**src/rtl/dct_mac_sequencer.sv**
```systemverilog
// rtl/dct_mac_sequencer.sv - tap sequencer and result handshake for one DCT macu
module dct_mac_sequencer #(
  parameter int N_TAPS  = 8,
  parameter int MAC_LAT = 2,
  parameter int ROW_W   = 3,
  localparam int TAP_W  = $clog2(N_TAPS)
) (
  input  logic                   clk,
  input  logic                   rst,
  input  logic                   ena,
  input  logic                   start,
  input  logic [ROW_W-1:0]       row_sel,
  output logic                   start_ready,
  output logic                   mac_clr,
  output logic                   mac_ena,
  output logic [TAP_W-1:0]       samp_idx,
  output logic [ROW_W+TAP_W-1:0] coef_idx,
  output logic                   result_ld,
  output logic                   res_valid,
  input  logic                   res_ready,
  output logic                   busy
);

  typedef enum logic [2:0] {
    S_IDLE,
    S_RUN,
    S_DRAIN,
    S_LOAD,
    S_HOLD
  } state_t;

  localparam logic [TAP_W-1:0] TAP_LAST   = TAP_W'(N_TAPS - 1);
  // Only meaningful when MAC_LAT > 0; DRAIN is unreachable otherwise.
  localparam logic [2:0]       DRAIN_LAST = 3'((MAC_LAT > 0) ? MAC_LAT - 1 : 0);

  state_t           state_q;
  state_t           state_d;
  logic [TAP_W-1:0] tap_q;
  logic [2:0]       drain_q;
  logic [ROW_W-1:0] row_q;
  logic [TAP_W-1:0] idx_q;
  logic             accept;

  // State register; reset aborts any run in flight.
  always_ff @(posedge clk or posedge rst) begin
    if (rst) begin
      state_q <= S_IDLE;
    end else if (ena) begin
      state_q <= state_d;
    end
  end

  // Next-state and state-decoded controls; ena gates every strobe toward the MAC.
  always_comb begin
    state_d     = state_q;
    mac_ena     = 1'b0;
    mac_clr     = 1'b0;
    result_ld   = 1'b0;
    start_ready = 1'b0;
    case (state_q)
      S_IDLE: begin
        start_ready = 1'b1;
        if (ena && start) begin
          state_d = S_RUN;
        end
      end
      S_RUN: begin
        mac_ena = ena;
        mac_clr = ena && (tap_q == '0);
        if (ena && (tap_q == TAP_LAST)) begin
          state_d = (MAC_LAT > 0) ? S_DRAIN : S_LOAD;
        end
      end
      S_DRAIN: begin
        if (ena && (drain_q == DRAIN_LAST)) begin
          state_d = S_LOAD;
        end
      end
      S_LOAD: begin
        result_ld = ena;
        if (ena) begin
          state_d = S_HOLD;
        end
      end
      S_HOLD: begin
        start_ready = res_ready;
        if (ena && res_ready) begin
          state_d = start ? S_RUN : S_IDLE;
        end
      end
      default: begin
        state_d = S_IDLE;
      end
    endcase
    accept = ena && start && start_ready;
  end

  // Tap/drain counters, latched row and last issued tap index.
  always_ff @(posedge clk or posedge rst) begin
    if (rst) begin
      tap_q   <= '0;
      drain_q <= '0;
      row_q   <= '0;
      idx_q   <= '0;
    end else if (ena) begin
      if (accept) begin
        row_q <= row_sel;
      end
      if (state_q == S_RUN) begin
        idx_q <= tap_q;
        tap_q <= (tap_q == TAP_LAST) ? '0 : tap_q + TAP_W'(1);
      end
      if (state_q == S_DRAIN) begin
        drain_q <= (drain_q == DRAIN_LAST) ? 3'd0 : drain_q + 3'd1;
      end
    end
  end

  // Outside RUN the address lines keep showing the last tap that was issued.
  assign samp_idx  = (state_q == S_RUN) ? tap_q : idx_q;
  assign coef_idx  = {row_q, samp_idx};
  assign res_valid = (state_q == S_HOLD);
  assign busy      = (state_q != S_IDLE);

endmodule

```
**config.mk**
```make
export PLATFORM = sky130hd
export DESIGN_NAME = dct_mac_sequencer
export DESIGN_NICKNAME = d
export VERILOG_FILES = /design/src/rtl/dct_mac_sequencer.sv
export SDC_FILE = /design/constraint.sdc
export NUM_CORES = 1
export LEC_CHECK = 0
export ABC_AREA = 1
export CAP_MARGIN = 20
export CORE_MARGIN = 3
export CORE_UTILIZATION = 30
export DETAILED_ROUTE_END_ITERATION = 8
export HOLD_SLACK_MARGIN = 0.05
export PLACE_DENSITY_LB_ADDON = 0.08
export SLEW_MARGIN = 20
export SYNTH_ARGS = -nofsm -noshare
export SYNTH_HDL_FRONTEND = slang
export SYNTH_SLANG_ARGS = --single-unit
export TNS_END_PERCENT = 5
```
**constraint.sdc**
```tcl
create_clock -name clk -period 1.55 [get_ports clk]
set_input_delay 0.155 -clock clk [delete_from_list [all_inputs] [get_ports clk]]
set_output_delay 0.155 -clock clk [all_outputs]
set_load 0.03 [all_outputs]
```
==> out/results.txt <==
Vias per cell - 4.66
Clock root cell - clkbuf_4
Crit-path cells - nor2_4 -> nand2_4 -> nor2_4 -> buf_4 -> a21oi_2 -> buf_6
Synth area leader - dfrtp_1
IO Pins - 23
Maximum number of pins on one net before global-route repair - 16
RSZ-0062 raised after global routing - true
Initial antenna violation count - 0
Register share of total power - 0.276
Filler instances - 284
DR WL/cell - 11.2 um
Total gr overflow - 0
DRT Pass-1 Iters - 4
CP required - 1390 ps
Crit-path max FO - 7
Worst-Skew Late Latency - 280 ps
Slew @ Worst Pin - 309 ps
Port bufs - 22
Met1 wire length - 868 um
Cells after Synth - 108
Synth Net Count - 119
Gr usage total - 0.124
Hold Vio Cnt, Final - 0
Worst IR Drop VDD - 1.47 mV
Vias in the first global route - 749
Seq cells post-synth - 15
Top Metal Used - met4
Cts-stage hold buffer count - 0
Clock Power Share - 0.084
Initial DRC count - 14
Post-Syn Area - 872 um^2
H-tree levels - 1
Die height - 59.9 um
Multi-input gate area - 413 um^2
Failing checks - negative setup slack
Post-DRT Antenna Nets - 0
Crit path kind - flop to output port
Slowest cell delay on critical path - 470 ps
CP most frequent cell - nor2_4
Final instance area - 1180 um^2
Share of post-route cells with drive strength above 1 - 0.309
First-pass GRT wire length - 3270 um
Comb pwr share - 0.640
WP data arrival - 1430 ps
Setup crit end kind - output port
PD cells - 2320 nW/um^2
Crit path max-delay cell type - dfrtp_2
Die area - 3590 um^2
Setup violators final - 5
Core Rows - 18
Final Cycle Share - 1.02
Slack of the critical path - -38.1 ps
Sw Ratio - 0.503
Wire length on met3 - 89 um
Final Util - 0.454
Maximum clock path buffer count - 2
P_sw - 1.38 mW
Routed WL - 1860 um
Leak - 0.613 nW
Status - finished with violations
NumNets Final - 148
Hold crit path type - input port to async pin
Met2 Routed Length - 858 um
Chip Width - 59.9 um
Distinct cells, synth - 22
CORE AREA - 2610 um^2
Yosys warning total - 0
Worst Skew - 2.53 ps
GPL Wtd Cong - 0.731
Slew HR - 0.793
Detailed Place HPWL - 1490 um
Sequential Area - 379 um^2
# diodes - 0
Post-layout min period - 1590 ps
Drt drc - 0
Max-capacitance violation count - 0
P_int - 1.36 mW
Top post-synthesis cells by area - dfrtp_1 (43%), nand2_1 (9.9%), inv_1 (7.3%)
Final Max Tran Viols - 0
CTS sink count - 15
Achievable Freq - 630 MHz
Synthesis-to-finish area growth - 35.9%
Via count - 774
Synth top area share - 0.430
CTS tree - built
Placed inst area - 1110 um^2
Avg Inst Size Synth - 8.07 um^2
CP startpoint kind - flop
Sequential area share after synthesis - 0.430
Reg clk slew, reported paths - 100 ps
Starting Density - 0.334
Num CTS Buffers - 3
per-stage QoR:
step                TNS, ps  setup slack, ps  instances  hold WS (ps)  power (mW)
finish                 -125            -38.1        166           155        2.74
global placement          0              117        161           473        2.41
detailed placement        0             77.8        161           477        2.43
CTS                    -265             -119        165           160        2.68
global route           -902             -125        166           155        2.98
floorplan              -340             -170        108          56.5        1.92
per-layer routing:
metal | global-route usage | vias up
met4 | 0.0759 | 0
li1 | - | 399
met3 | 0.0281 | 4
met2 | 0.194 | 19
met1 | 0.152 | 352
met5 | 0 | -
critical path: cells and delay by family, from the launching register on:
family / cells / cell delay, ps
AND/OR/NAND/NOR: 3 / 390
flip-flops: 1 / 470
buffers and inverters: 2 / 260
AO/OA/AOI/OAI: 1 / 40
flip-flops by register name (all words and copies together) (netlist names):
name     count
drain_q      3
idx_q        3
row_q        3
state_q      3
tap_q        3
what timing repair did:
action,CTS,global route
setup buffers,0,1
gates resized for setup,4,11
endpoints found under the setup margin,9,10
pin swaps,0,2
layout make-up:
cell class,instances,area share
inverter,21,0.0676
clock buffer,3,0.0190
clock inverter,1,0.00422
multi-input combinational,68,0.348
timing repair buffer,28,0.209
tap,30,0.0317
sequential,15,0.320
worst paths after layout:
check,end,cells past startpoint,slack [ps],startpoint
worst max-delay path,samp_idx[2],6,-40,state_q[1]$_DFFE_PP0P_
worst min register to register,idx_q[0]$_DFFE_PP0P_,2,500,idx_q[0]$_DFFE_PP0P_
min in group clk,row_q[1]$_DFFE_PP0P_,3,400,row_sel[1]
worst min-delay path,row_q[1]$_DFFE_PP0P_,3,150,rst
worst max register to register,state_q[2]$_DFFE_PP0P_,7,200,tap_q[0]$_DFFE_PP0P_
max in group asynchronous,state_q[1]$_DFFE_PP0P_,3,1200,rst
cells by family (layout without fill, tap and decap cells):
group,count (synthesis),after routing,synth area share
buffers and inverters,25,53,0.126
AND/OR/NAND/NOR,45,45,0.257
AO/OA/AOI/OAI,19,19,0.133
flip-flops,15,15,0.430
XOR/XNOR,1,1,0.0100
adder cells (fa/ha/maj),3,3,0.0430
cells in the mapped netlist:
| master | n |
|---|---|
| a21oi_1 | 3 |
| a21oi_4 | 1 |
| a22oi_1 | 1 |
| and3_1 | 1 |
| buf_4 | 4 |
| clkinv_2 | 1 |
| dfrtp_1 | 15 |
| ha_1 | 3 |
| inv_1 | 17 |
| inv_2 | 3 |
| nand2_1 | 23 |
| nand2_2 | 3 |
| nand3_1 | 7 |
| nand3_2 | 3 |
| nand4_1 | 2 |
| nor2_1 | 3 |
| nor2_2 | 2 |
| nor2_4 | 1 |
| o21ai_0 | 8 |
| o21ai_1 | 3 |
| o21bai_1 | 3 |
| xnor2_1 | 1 |
power groups by stage:
| stage | Combinational (mW) | Clock (mW) | Sequential [mW] |
|---|---|---|---|
| final | 1.76 | 0.231 | 0.758 |
| after global routing | 1.93 | 0.265 | 0.789 |
| after CTS | 1.70 | 0.240 | 0.743 |
| after detailed placement | 1.69 | 0 | 0.736 |
| after global placement | 1.68 | 0 | 0.730 |
| after floorplan | 1.12 | 0 | 0.800 |
placed cells by master, fill, tap and decap left out, types with 4 or more instances in the layout:
cell type and count:
inv_1 17, dfrtp_1 12, buf_6 4, clkdlybuf4s50_1 10, o21ai_0 6, nand3_1 7, buf_4 13, o21ai_1 5
nand2_1 23
No activity file was read; power rests on OpenSTA's default activity.
